<file path="src/rtl/nv_nvdla_mcif_read_ig_pkg.sv">
// Shared definitions for the MCIF read ingress path: source count, payload and
// weight widths, and the bpt2arb request field layout used by bpt, pipe and arb.
package nv_nvdla_mcif_read_ig_pkg;

    localparam int NUM_SRC = 4;
    localparam int PD_W    = 75;
    localparam int WT_W    = 8;
    localparam int SRC_W   = $clog2(NUM_SRC);

    // Request payload field offsets (bpt2arb format)
    localparam int REQ_ADDR_LSB    = 0;
    localparam int REQ_ADDR_W      = 64;
    localparam int REQ_SIZE_LSB    = 64;
    localparam int REQ_SIZE_W      = 3;
    localparam int REQ_SWIZZLE_BIT = 67;
    localparam int REQ_ODD_BIT     = 68;
    localparam int REQ_LTRAN_BIT   = 69;
    localparam int REQ_FTRAN_BIT   = 70;
    localparam int REQ_AXID_LSB    = 71;
    localparam int REQ_AXID_W      = 4;

    typedef struct packed {
        logic [REQ_AXID_W-1:0] axid;
        logic                  ftran;
        logic                  ltran;
        logic                  odd;
        logic                  swizzle;
        logic [REQ_SIZE_W-1:0] size;
        logic [REQ_ADDR_W-1:0] addr;
    } rd_req_t;

endpackage

</file>
<file path="src/rtl/nv_nvdla_mcif_read_ig_wrr_arb_if.sv">
// Handshake bundle around the read ingress arbiter: the per-source request
// pipes on one side and the registered request toward split/NOC on the other.
interface nv_nvdla_mcif_read_ig_wrr_arb_if #(
    parameter int NUM_SRC = nv_nvdla_mcif_read_ig_pkg::NUM_SRC,
    parameter int PD_W    = nv_nvdla_mcif_read_ig_pkg::PD_W
) ();
    import nv_nvdla_mcif_read_ig_pkg::*;

    localparam int SRC_W = $clog2(NUM_SRC);

    logic [NUM_SRC-1:0]      arb_src_vld;
    logic [NUM_SRC*PD_W-1:0] arb_src_pd;
    logic [NUM_SRC-1:0]      arb_src_rdy;
    logic                    arb2spt_req_valid;
    logic                    arb2spt_req_ready;
    logic [PD_W-1:0]         arb2spt_req_pd;
    logic [SRC_W-1:0]        arb2spt_req_src;

    // Arbiter side: consumes source pipes, produces the output request
    modport master (
        input  arb_src_vld,
        input  arb_src_pd,
        output arb_src_rdy,
        output arb2spt_req_valid,
        input  arb2spt_req_ready,
        output arb2spt_req_pd,
        output arb2spt_req_src
    );

    // Environment side: sources and downstream consumer
    modport slave (
        output arb_src_vld,
        output arb_src_pd,
        input  arb_src_rdy,
        input  arb2spt_req_valid,
        output arb2spt_req_ready,
        input  arb2spt_req_pd,
        input  arb2spt_req_src
    );

endinterface

</file>
<file path="src/rtl/nv_nvdla_mcif_read_rr_pick.sv">
// Combinational round-robin picker: first requester after last_gnt, wrapping.
// The request vector is doubled with the lower copy masked to positions after
// last_gnt, so a single find-first over 2*NUM_SRC bits yields the winner.
module nv_nvdla_mcif_read_rr_pick #(
    parameter int NUM_SRC = nv_nvdla_mcif_read_ig_pkg::NUM_SRC,
    parameter int SRC_W   = $clog2(NUM_SRC)
) (
    input  logic [NUM_SRC-1:0] req,
    input  logic [SRC_W-1:0]   last_gnt,
    output logic [NUM_SRC-1:0] gnt,
    output logic [SRC_W-1:0]   gnt_idx,
    output logic               gnt_any
);
    import nv_nvdla_mcif_read_ig_pkg::*;

    localparam int POS_W = $clog2(2 * NUM_SRC);

    logic [NUM_SRC-1:0]   mask_s;
    logic [2*NUM_SRC-1:0] dbl_s;
    logic [POS_W-1:0]     pos_s;
    logic                 found_s;

    // Build the doubled vector; lower half only keeps sources after last_gnt
    always_comb begin
        mask_s = '0;
        for (int i = 0; i < NUM_SRC; i++) begin
            mask_s[i] = (i > int'(last_gnt));
        end
        dbl_s = {req, req & mask_s};
    end

    // Find the lowest set bit of the doubled vector
    always_comb begin
        pos_s   = '0;
        found_s = 1'b0;
        for (int i = 2 * NUM_SRC - 1; i >= 0; i--) begin
            pos_s   = dbl_s[i] ? POS_W'(i) : pos_s;
            found_s = found_s | dbl_s[i];
        end
    end

    // Fold the position back to a source index and one-hot grant
    always_comb begin
        gnt     = '0;
        gnt_idx = '0;
        gnt_any = found_s;
        if (pos_s >= POS_W'(NUM_SRC)) begin
            gnt_idx = SRC_W'(pos_s - POS_W'(NUM_SRC));
        end else begin
            gnt_idx = SRC_W'(pos_s);
        end
        if (found_s) begin
            gnt[gnt_idx] = 1'b1;
        end else begin
            gnt = '0;
        end
    end

endmodule

</file>
<file path="src/rtl/nv_nvdla_mcif_read_ig_wrr_arb.sv">
// Weighted round-robin arbiter on the MCIF read ingress path. Each source holds
// a credit counter; exhausted sources yield until every valid source is out of
// credit, at which point all counters reload from the programmed weights in the
// same cycle as the arbitration. The winner is registered toward split/NOC.
module nv_nvdla_mcif_read_ig_wrr_arb #(
    parameter int NUM_SRC = nv_nvdla_mcif_read_ig_pkg::NUM_SRC,
    parameter int PD_W    = nv_nvdla_mcif_read_ig_pkg::PD_W,
    parameter int WT_W    = nv_nvdla_mcif_read_ig_pkg::WT_W
) (
    input  logic                      nvdla_core_clk,
    input  logic                      nvdla_core_rstn,
    input  logic [NUM_SRC*WT_W-1:0]   reg2dp_rd_weight,
    nv_nvdla_mcif_read_ig_wrr_arb_if.master arb_if
);
    import nv_nvdla_mcif_read_ig_pkg::*;

    localparam int               SRC_W    = $clog2(NUM_SRC);
    localparam logic [SRC_W-1:0] LAST_RST = SRC_W'(NUM_SRC - 1);
    localparam logic [WT_W-1:0]  WT_ONE   = {{(WT_W-1){1'b0}}, 1'b1};

    // A zero weight still earns one grant per round so no source starves
    function automatic logic [WT_W-1:0] eff_weight(input logic [WT_W-1:0] w);
        eff_weight = (w == {WT_W{1'b0}}) ? WT_ONE : w;
    endfunction

    logic [WT_W-1:0]    credit_r     [NUM_SRC];
    logic [WT_W-1:0]    credit_use_s [NUM_SRC];
    logic [SRC_W-1:0]   last_gnt_r;
    logic               req_valid_r;
    logic [PD_W-1:0]    req_pd_r;
    logic [SRC_W-1:0]   req_src_r;

    logic               out_free_s;
    logic               any_vld_s;
    logic               reload_s;
    logic [NUM_SRC-1:0] elig_old_s;
    logic [NUM_SRC-1:0] elig_s;
    logic [NUM_SRC-1:0] gnt_s;
    logic [SRC_W-1:0]   gnt_idx_s;
    logic               gnt_any_s;
    logic [PD_W-1:0]    sel_pd_s;

    // Slot availability and whether the current round is exhausted
    always_comb begin
        elig_old_s = '0;
        out_free_s = !req_valid_r || arb_if.arb2spt_req_ready;
        any_vld_s  = |arb_if.arb_src_vld;
        for (int i = 0; i < NUM_SRC; i++) begin
            elig_old_s[i] = arb_if.arb_src_vld[i] && (credit_r[i] != {WT_W{1'b0}});
        end
        reload_s = out_free_s && any_vld_s && (elig_old_s == {NUM_SRC{1'b0}});
    end

    // Credits seen by this cycle's pick: reloaded values on a round boundary
    always_comb begin
        elig_s = '0;
        for (int i = 0; i < NUM_SRC; i++) begin
            credit_use_s[i] = credit_r[i];
            if (reload_s) begin
                credit_use_s[i] = eff_weight(reg2dp_rd_weight[i*WT_W +: WT_W]);
            end else begin
                credit_use_s[i] = credit_r[i];
            end
            elig_s[i] = out_free_s && arb_if.arb_src_vld[i]
                        && (credit_use_s[i] != {WT_W{1'b0}});
        end
    end

    nv_nvdla_mcif_read_rr_pick #(
        .NUM_SRC (NUM_SRC),
        .SRC_W   (SRC_W)
    ) u_pick (
        .req      (elig_s),
        .last_gnt (last_gnt_r),
        .gnt      (gnt_s),
        .gnt_idx  (gnt_idx_s),
        .gnt_any  (gnt_any_s)
    );

    // Payload of the granted source
    always_comb begin
        sel_pd_s = arb_if.arb_src_pd[int'(gnt_idx_s)*PD_W +: PD_W];
    end

    assign arb_if.arb_src_rdy       = gnt_s;
    assign arb_if.arb2spt_req_valid = req_valid_r;
    assign arb_if.arb2spt_req_pd    = req_pd_r;
    assign arb_if.arb2spt_req_src   = req_src_r;

    // Credit counters and round-robin pointer advance only on a grant
    always_ff @(posedge nvdla_core_clk or negedge nvdla_core_rstn) begin
        if (!nvdla_core_rstn) begin
            for (int i = 0; i < NUM_SRC; i++) begin
                credit_r[i] <= '0;
            end
            last_gnt_r <= LAST_RST;
        end else if (gnt_any_s) begin
            for (int i = 0; i < NUM_SRC; i++) begin
                if (gnt_s[i]) begin
                    credit_r[i] <= credit_use_s[i] - WT_ONE;
                end else begin
                    credit_r[i] <= credit_use_s[i];
                end
            end
            last_gnt_r <= gnt_idx_s;
        end else begin
            last_gnt_r <= last_gnt_r;
        end
    end

    // Output valid and source index: reload when the slot frees, else hold
    always_ff @(posedge nvdla_core_clk or negedge nvdla_core_rstn) begin
        if (!nvdla_core_rstn) begin
            req_valid_r <= 1'b0;
            req_src_r   <= '0;
        end else if (out_free_s) begin
            req_valid_r <= gnt_any_s;
            if (gnt_any_s) begin
                req_src_r <= gnt_idx_s;
            end else begin
                req_src_r <= req_src_r;
            end
        end else begin
            req_valid_r <= req_valid_r;
        end
    end

    // Output payload is don't-care while invalid, so it carries no reset
    always_ff @(posedge nvdla_core_clk) begin
        if (out_free_s && gnt_any_s) begin
            req_pd_r <= sel_pd_s;
        end else begin
            req_pd_r <= req_pd_r;
        end
    end

endmodule

</file>
<file path="src/flat_wrapper.sv">
// flat-port wrapper written by rule: the top's interface ports become plain ports
module nv_nvdla_mcif_read_ig_wrr_arb_flat import nv_nvdla_mcif_read_ig_pkg::*;
#(
    parameter int NUM_SRC = nv_nvdla_mcif_read_ig_pkg::NUM_SRC,
    parameter int PD_W    = nv_nvdla_mcif_read_ig_pkg::PD_W,
    parameter int WT_W    = nv_nvdla_mcif_read_ig_pkg::WT_W
)
  (nvdla_core_clk, nvdla_core_rstn, reg2dp_rd_weight, arb_if_arb_src_vld, arb_if_arb_src_pd, arb_if_arb_src_rdy, arb_if_arb2spt_req_valid, arb_if_arb2spt_req_ready, arb_if_arb2spt_req_pd, arb_if_arb2spt_req_src);
  nv_nvdla_mcif_read_ig_wrr_arb_if #(.NUM_SRC(NUM_SRC), .PD_W(PD_W)) arb_if_i ();
  input  logic nvdla_core_clk;
  input  logic nvdla_core_rstn;
  input  logic [NUM_SRC*WT_W-1:0] reg2dp_rd_weight;
  input wire logic [$bits(arb_if_i.arb_src_vld)-1:0] arb_if_arb_src_vld;
  input wire logic [$bits(arb_if_i.arb_src_pd)-1:0] arb_if_arb_src_pd;
  output wire logic [$bits(arb_if_i.arb_src_rdy)-1:0] arb_if_arb_src_rdy;
  output wire logic [$bits(arb_if_i.arb2spt_req_valid)-1:0] arb_if_arb2spt_req_valid;
  input wire logic [$bits(arb_if_i.arb2spt_req_ready)-1:0] arb_if_arb2spt_req_ready;
  output wire logic [$bits(arb_if_i.arb2spt_req_pd)-1:0] arb_if_arb2spt_req_pd;
  output wire logic [$bits(arb_if_i.arb2spt_req_src)-1:0] arb_if_arb2spt_req_src;
  assign arb_if_i.arb_src_vld = arb_if_arb_src_vld;
  assign arb_if_i.arb_src_pd = arb_if_arb_src_pd;
  assign arb_if_arb_src_rdy = arb_if_i.arb_src_rdy;
  assign arb_if_arb2spt_req_valid = arb_if_i.arb2spt_req_valid;
  assign arb_if_i.arb2spt_req_ready = arb_if_arb2spt_req_ready;
  assign arb_if_arb2spt_req_pd = arb_if_i.arb2spt_req_pd;
  assign arb_if_arb2spt_req_src = arb_if_i.arb2spt_req_src;
  nv_nvdla_mcif_read_ig_wrr_arb #(.NUM_SRC(NUM_SRC), .PD_W(PD_W), .WT_W(WT_W)) u_core (.nvdla_core_clk(nvdla_core_clk), .nvdla_core_rstn(nvdla_core_rstn), .reg2dp_rd_weight(reg2dp_rd_weight), .arb_if(arb_if_i));
endmodule
</file>
<file path="config.mk">
export PLATFORM = sky130hd
export DESIGN_NAME = nv_nvdla_mcif_read_ig_wrr_arb_flat
export DESIGN_NICKNAME = d
export VERILOG_FILES = /design/src/rtl/nv_nvdla_mcif_read_ig_pkg.sv /design/src/rtl/nv_nvdla_mcif_read_ig_wrr_arb_if.sv /design/src/rtl/nv_nvdla_mcif_read_rr_pick.sv /design/src/rtl/nv_nvdla_mcif_read_ig_wrr_arb.sv /design/src/flat_wrapper.sv
export SDC_FILE = /design/constraint.sdc
export NUM_CORES = 1
export LEC_CHECK = 0
export CORE_ASPECT_RATIO = 0.5
export CORE_MARGIN = 1.5
export CORE_UTILIZATION = 35
export CTS_CLUSTER_DIAMETER = 120
export DETAILED_ROUTE_END_ITERATION = 10
export GPL_TIMING_DRIVEN = 0
export PLACE_DENSITY = 0.79
export SYNTH_ARGS = -nofsm -noshare
export SYNTH_HDL_FRONTEND = slang
export SYNTH_SLANG_ARGS = --single-unit
</file>
<file path="constraint.sdc">
create_clock -name nvdla_core_clk -period 5.6 [get_ports nvdla_core_clk]
set_input_delay 0.84 -clock nvdla_core_clk [delete_from_list [all_inputs] [get_ports nvdla_core_clk]]
set_output_delay 0.84 -clock nvdla_core_clk [all_outputs]
set_load 0.02 [all_outputs]
</file>
==> out/summary.log, run 1 <==
[status] run status complete, but fails checks
[status] violated checks negative setup slack
[cells_and_area] fraction of layout instances using a drive strength above 1 12.34%
[route] drt total wl 37630 um
[synth] combinational family with the most area after synthesis compound AO/OA/AOI/OAI gates
[critical_path] kind of launch point of the worst setup path flop
[sta] setup skew after layout 12.03 ps
[grt] remaining global-route overflow 0
[floorplanning] initial standard-cell utilization of the core 36.20%
[grt] first-pass GRT wire length 53420 um
[synth] number of standard cells after synthesis 776
[cells_and_area] most common cell after layout, fill and taps aside clkdlybuf4s50_1
[floorplanning] number of rows in the core area 36
[critical_path] max incr delay on CP 580 ps
[job] maximum capacitance violations 0
[synth] parity-gate share of the synthesized area counting xor and xnor cells 0.4905%
[clock_network] H-tree levels 3
[critical_path] kind of critical path reg -> out
[clock_network] total CTS buffers 9
[critical_path] Critical path destination arb_if_arb_src_rdy[2]
[cells_and_area] nets@finish 1586
[route] Via density 5.958
[sta] Final Hold Fails 0
[cells_and_area] Fillers 1616
[synth] post-synthesis mux area share 1.734%
[synth] dominant register cell in the synthesized netlist edfxtp_1
[worst_hold_path] hold crit path type in -> async
[clock_network] root buf cell clkbuf_16
[synth] synthesized net count 1119
[clock_network] maximum root-to-sink buffer count 2
[sta] RSZ-0062 raised after global routing yes
[floorplanning] Total Die Area 0.02132 mm^2
[sta] f_max 178.5 MHz
[route] Starting DRT DRC Count 1383
[power] worst IR drop on VDD 0.1860 mV
[critical_path] origin of the critical flop-to-flop path u_core.credit_r[11]$_DFFE_PN0P_
[sta] Setup TNS Final -3.321 ps
[sta] period utilization 100.1%
[placement] count of port buffers added during placement 420
[clock_network] CTS clock-pin slew for the worst setup and hold paths 80 ps
[floorplanning] IO Count 421
[placement] placed wire-length estimate 29020 um
[synth] sequential fraction of the synthesis area 44.53%
[synth] Synth Area in Compound Gates 26.14%
[critical_path] cell family contributing the most delay on the critical path buffers and inverters
[sta] final worst path period need 5603 ps
[clock_network] worst skew pair latency 370 ps
[floorplanning] placeable core region 0.01973 mm^2
[critical_path] Worst Reg-to-Reg Cells 21
[synth] post-synthesis sequential element count 112
[clock_network] clock sinks 112
[route] length of the first detailed-routing pass in iterations 9
[synth] Unique masters post-synth 85
[power] Cell Pwr Density 307.1 mW/mm^2
[grt] number of global-route vias before repair 8436
[grt] GRT Resource Usage Total 33.58%
[route] DRT antenna net count 0
[synth] number of enable-type register cells in the synthesized netlist 75
[critical_path] Max stage delay cell, worst path or4_4
[route] vias 9033
[floorplanning] Die Span Y 104.0 um
[critical_path] Crit path depth 20
[synth] adder-cell area share of the yosys netlist 0.7008%
[cells_and_area] Area Overhead vs Synth 76.91%
[critical_path] worst flop-to-flop path endpoint u_core.arb_if.arb2spt_req_pd[55]$_DFFE_PP_
[synth] Syn. warnings 0
[placement] Routability Congestion 0.9555
[sta] number of max-slew violations in the final report 0
[synth] post-synth design cell area 0.007142 mm^2
[critical_path] chain of cells forming the critical path or4_4 -> o41ai_4 -> and2_4 -> nand2_2 -> buf_6 -> clkbuf_8 -> clkbuf_8 -> buf_8 -> a21oi_4 -> ha_2 -> nor4b_2 -> o21ai_1 -> and2_1 -> buf_4 -> a22oi_2 -> and3b_1 -> buf_4 -> buf_8 -> buf_8 -> buf_4
[route] routed wire length per instance 24.82 um
[floorplanning] Horiz. Die Dim 205.0 um
[route] DRC Markers 0
[clock_network] clock tree from TritonCTS done
[grt] largest net degree at the start of global routing 64
[sta] worst slew margin relative to its limit 46.08%
[critical_path] slack of the worst reg-to-reg path 220 ps
[critical_path] CP startpoint u_core.credit_r[11]$_DFFE_PN0P_
[grt] antenna violations before repair 3
[sta] number of endpoints failing setup at the final stage 1
[power] static power due to leakage 0.004916 uW
[synth] post-synthesis area per instance 9.203 um^2
[critical_path] endpoint required time on the critical path 4760 ps
[synth] FFs w/ async S/R, synth 33.04%
[sta] transition time at the pin with the least slew margin 808.8 ps
[critical_path] largest fanout on the critical path 10
[critical_path] Bufs and invs on worst path 9
[cells_and_area] commonest cells after routing, fill and taps aside clkdlybuf4s50_1 (411), nand2_1 (196), a222oi_1 (75), edfxtp_1 (75), nor2_1 (42)
[critical_path] crit end category output port
[sta] Hold Worst Slack 411.9 ps
[synth] simple-gate area share of the yosys netlist 21.86%
[cells_and_area] final core utilization 64.04%
[clock_network] hold bufs inserted after CTS 0
[sta] setup slack after layout -3.321 ps
[critical_path] signal arrival time at the worst endpoint 4760 ps
[power by group]
part	total, uW	internal [uW]	switching (uW)
Sequential	1370	1180	191
Combinational	1850	873	981
Clock	660	312	348
Total	3880	2360	1520
[registers in the layout, summed over array words and instances (netlist names)]
signal / flops
u_core.last_gnt_r: 2
u_core.credit_r: 32
u_core.arb_if.arb2spt_req_pd: 75
u_core.arb_if.arb2spt_req_src: 2
u_core.arb_if.arb2spt_req_valid: 1
[worst min path at each step]
stage                                                 startpoint  depth (start not counted)                                            to
CTS                                              nvdla_core_rstn                          1               u_core.credit_r[21]$_DFFE_PN0P_
global placement    u_core.arb_if.arb2spt_req_src[1]$_DFFE_PN0P_                          2  u_core.arb_if.arb2spt_req_src[1]$_DFFE_PN0P_
finish                                           nvdla_core_rstn                          1               u_core.credit_r[18]$_DFFE_PN0P_
global route                                     nvdla_core_rstn                          1               u_core.credit_r[30]$_DFFE_PN0P_
floorplan                         u_core.credit_r[8]$_DFFE_PN0P_                          2                u_core.credit_r[8]$_DFFE_PN0P_
detailed placement  u_core.arb_if.arb2spt_req_src[1]$_DFFE_PN0P_                          2  u_core.arb_if.arb2spt_req_src[1]$_DFFE_PN0P_
[metal layers]
layer  global-route usage (%)  vias up  share of wire [%]
li1                         -     4002                  -
met1                    47.38     4386                 43
met2                    52.70      605                 46
met3                    7.112       40                 10
met4                    7.247        0                1.2
met5                        0        -                  0
[final cells by class]
| class | instances | area (um^2) | area share [%] |
|---|---|---|---|
| sequential | 112 | 3183 | 25.19 |
| buffer | 59 | 414.1 | 3.278 |
| clock inverter | 7 | 60.06 | 0.4753 |
| inverter | 14 | 52.55 | 0.4159 |
| multi-input combinational | 590 | 3857 | 30.53 |
| clock buffer | 9 | 225.2 | 1.783 |
| tap | 266 | 332.8 | 2.634 |
| antenna | 2 | 5.005 | 0.03961 |
| timing repair buffer | 457 | 4504 | 35.65 |
[stage by stage]
step	cell area (um^2)	cells	worst slack [ps]	total power [uW]
detailed placement	11740	1464	-2501	3051
CTS	12460	1501	49.63	3813
global placement	11700	1462	-2448	3009
finish	12630	1516	-3.321	3880
floorplan	7159	776	46.31	2201
global route	12630	1516	-111.5	4039
[synth_stat cells (3+ instances only)]
library cell,n,area [um^2]
nor3_1,19,95.09
nand2_1,198,743.2
a211o_1,3,26.28
inv_1,13,48.80
nor2_1,44,165.2
and2_1,3,18.77
o2111ai_1,3,26.28
a211oi_1,6,45.04
nand2b_1,3,18.77
nand4_1,7,43.79
o21ai_0,20,100.1
nand3_1,21,105.1
and3_1,9,56.30
a21oi_1,40,200.2
o21a_1,3,22.52
ha_1,4,50.05
or4_1,9,67.56
buf_1,4,15.01
buf_2,28,140.1
clkbuf_1,26,97.59
o21ai_1,5,25.02
edfxtp_1,75,2252
xor2_1,4,35.03
a21o_1,3,22.52
o31ai_1,7,52.55
o211ai_1,5,37.54
a31oi_1,8,50.05
dfrtp_1,35,875.8
a222oi_1,75,750.7
nor4_1,10,62.56
mux2i_1,9,90.09
or3_1,6,37.54
a221oi_1,3,26.28
[logic make-up after synthesis]
group                    Yosys count
AND/OR/NAND/NOR                  346
AO/OA/AOI/OAI                    224
flip-flops                       112
buffers and inverters             74
multiplexers                      12
XOR/XNOR                           4
adder cells (fa/ha/maj)            4
[timing repair]
action / CTS / global route
setup buffers: 22 / 13
gates resized for setup: 84 / 20
setup endpoints to repair: 191 / 4
pin swaps: 12 / 15
cloned: 0 / 0
No activity file was read; power rests on OpenSTA's default activity.
==> run 2: changes to the inputs <==
--- a/config.mk
+++ b/config.mk
@@ -6,12 +6,12 @@
 export NUM_CORES = 1
 export LEC_CHECK = 0
 export CORE_ASPECT_RATIO = 0.5
-export CORE_MARGIN = 1.5
+export CORE_MARGIN = 2
 export CORE_UTILIZATION = 35
 export CTS_CLUSTER_DIAMETER = 120
 export DETAILED_ROUTE_END_ITERATION = 10
 export GPL_TIMING_DRIVEN = 0
-export PLACE_DENSITY = 0.79
+export PLACE_DENSITY = 0.78
 export SYNTH_ARGS = -nofsm -noshare
 export SYNTH_HDL_FRONTEND = slang
 export SYNTH_SLANG_ARGS = --single-unit
==> out/summary.log, run 2 (synthesis gave the netlist of run 1 again) <==
[critical_path] kind of launch point of the worst setup path flop
[power] static power due to leakage 0.004920 uW
[clock_network] root buf cell clkbuf_16
[clock_network] clock sinks 112
[route] vias 8861
[grt] first-pass GRT wire length 51120 um
[critical_path] Bufs and invs on worst path 8
[floorplanning] Die Span Y 105.0 um
[route] DRC Markers 5
[route] DRT antenna net count 0
[sta] f_max 181.7 MHz
[route] routed wire length per instance 23.53 um
[placement] Routability Congestion 1.003
[critical_path] Worst Reg-to-Reg Cells 21
[critical_path] signal arrival time at the worst endpoint 4660 ps
[sta] setup slack after layout 96.49 ps
[route] drt total wl 35810 um
[power] worst IR drop on VDD 0.1523 mV
[clock_network] maximum root-to-sink buffer count 2
[critical_path] chain of cells forming the critical path or4_4 -> o41ai_4 -> and2_4 -> nand2_2 -> buf_6 -> clkbuf_4 -> clkbuf_8 -> buf_4 -> nor2_2 -> a21oi_4 -> ha_4 -> nor4b_2 -> o21ai_1 -> nand2_2 -> and4_1 -> buf_4 -> inv_2 -> buf_6 -> and2_1 -> clkdlybuf4s15_2
[clock_network] clock tree from TritonCTS done
[job] maximum capacitance violations 0
[sta] Setup TNS Final 0 ps
[sta] final worst path period need 5504 ps
[route] Via density 5.822
[grt] met2 GRT Util 50.96%
[grt] GR Util met1 41.99%
[grt] antenna violations before repair 2
[sta] transition time at the pin with the least slew margin 810.3 ps
[floorplanning] placeable core region 0.01973 mm^2
[grt] GRT met3 Usage 6.800%
[sta] setup skew after layout 6.904 ps
[critical_path] cell family contributing the most delay on the critical path simple AND/OR/NAND/NOR gates
[cells_and_area] fraction of layout instances using a drive strength above 1 12.84%
[clock_network] CTS clock-pin slew for the worst setup and hold paths 80 ps
[critical_path] largest fanout on the critical path 10
[route] Starting DRT DRC Count 1184
[placement] placed wire-length estimate 26920 um
[critical_path] crit end category output port
[grt] largest net degree at the start of global routing 71
[grt] number of global-route vias before repair 8398
[critical_path] Max stage delay cell, worst path or4_4
[clock_network] total CTS buffers 9
[clock_network] H-tree levels 3
[status] run status complete, but fails checks
[cells_and_area] Area Overhead vs Synth 77.12%
[critical_path] max incr delay on CP 570 ps
[sta] number of endpoints failing setup at the final stage 0
[cells_and_area] commonest cells after routing, fill and taps aside clkdlybuf4s50_1 (411), nand2_1 (196), a222oi_1 (75), edfxtp_1 (75), buf_4 (48)
[power] PnR Total Power 3838 uW
[grt] GRT Resource Usage Total 31.31%
[sta] period utilization 98.28%
[critical_path] endpoint required time on the critical path 4760 ps
[floorplanning] Horiz. Die Dim 206.0 um
[cells_and_area] nets@finish 1592
[sta] number of max-slew violations in the final report 0
[critical_path] kind of critical path reg -> out
[power] Cell Pwr Density 303.4 mW/mm^2
[grt] remaining global-route overflow 0
[cells_and_area] Fillers 1609
[route] length of the first detailed-routing pass in iterations 11
[critical_path] Crit path depth 20
[placement] worst slack at placement -2345 ps
[sta] worst slew margin relative to its limit 45.98%
[grt] layer carrying the most global-route usage met2
[placement] count of port buffers added during placement 420
[cells_and_area] final core utilization 64.12%
[floorplanning] Total Die Area 0.02163 mm^2
[floorplanning] IO Count 421
[cells_and_area] number of flip-flops under the largest register name 75
[floorplanning] initial standard-cell utilization of the core 36.20%
[floorplanning] number of rows in the core area 36
[sta] Final Hold Fails 0
[worst_hold_path] hold crit path type in -> async
[clock_network] worst skew pair latency 360 ps
[status] violated checks design-rule violations
[cells_and_area] most common cell after layout, fill and taps aside clkdlybuf4s50_1
[run 2: cell types whose count changed in the layout (fill, tap and decap cells not counted), moves of 2 or more]
| cell | change |
|---|---|
| buf_4 | +7 |
| buf_8 | -4 |
| clkbuf_4 | +2 |
| inv_8 | -2 |
[run 2: cell type report]
cell class	instances	area, um^2	area share, %
diodes	2	5.005	0.03956
plain buffers	56	360.3	2.849
clock buffers	10	239.0	1.889
clock inverters	6	41.29	0.3264
inverters	14	52.55	0.4154
multi-input cells	590	3865	30.55
flip-flops and latches	112	3184	25.17
well taps	266	332.8	2.631
repair buffers	466	4569	36.12
[run 2: where the power goes]
part | switching [uW] | leakage (uW) | internal (uW) | total [uW]
combinational | 959 | 0.00359 | 880 | 1840
sequential | 184 | 0.00120 | 1180 | 1360
clock | 322 | 0.000133 | 316 | 638
[run 2: final timing paths]
| kind | slack, ps | from | endpoint |
|---|---|---|---|
| min in group nvdla_core_clk | 500 | u_core.arb_if.arb2spt_req_src[1]$_DFFE_PN0P_ | u_core.arb_if.arb2spt_req_src[1]$_DFFE_PN0P_ |
| setup reg to reg | 250 | u_core.credit_r[10]$_DFFE_PN0P_ | u_core.arb_if.arb2spt_req_pd[30]$_DFFE_PP_ |
| hold / removal | 410 | nvdla_core_rstn | u_core.credit_r[18]$_DFFE_PN0P_ |
| hold reg to reg | 500 | u_core.arb_if.arb2spt_req_src[1]$_DFFE_PN0P_ | u_core.arb_if.arb2spt_req_src[1]$_DFFE_PN0P_ |
| setup / recovery | 100 | u_core.credit_r[10]$_DFFE_PN0P_ | arb_if_arb_src_rdy[0] |
| max in group asynchronous | 4650 | nvdla_core_rstn | u_core.last_gnt_r[0]$_DFFE_PN1P_ |
[run 2: per-layer routing]
metal | wire length, um | vias up
met3 | 3478 | 76
met5 | 0 | -
met2 | 16990 | 539
met4 | 845 | 0
met1 | 14490 | 4241
li1 | - | 4005
[run 2: metrics by stage]
step	cell area [um^2]	hold WS (ps)	instances
2_1_floorplan	7159	480.6	776
3_3_place_gp	11700	466.7	1462
3_5_place_dp	11740	483.3	1464
4_1_cts	12400	408.3	1497
5_1_grt	12650	426.0	1522
6_report	12650	409.0	1522
[run 2: repair_timing]
action,4_1_cts,5_1_grt
pin swaps,11,22
gates resized for setup,81,23
setup endpoints to repair,191,5
hold buffers,0,0
gates cloned,0,0
setup buffers,19,25
[run 2: worst register-to-register path, stage by stage (launching register included)]
cell and delay [ps]:
dfrtp_2 410, or4_4 570, o41ai_4 370, and2_4 220, nand2_2 70, buf_6 180, clkbuf_4 200, clkbuf_8 200
buf_4 210, nor2_2 170, a21oi_4 60, ha_4 170, nor4b_2 150, o21ai_1 150, buf_4 150, a31o_2 140
a21boi_2 230, o22ai_4 130, buf_4 200, clkbuf_1 270, a222oi_1 680, nand2_1 150
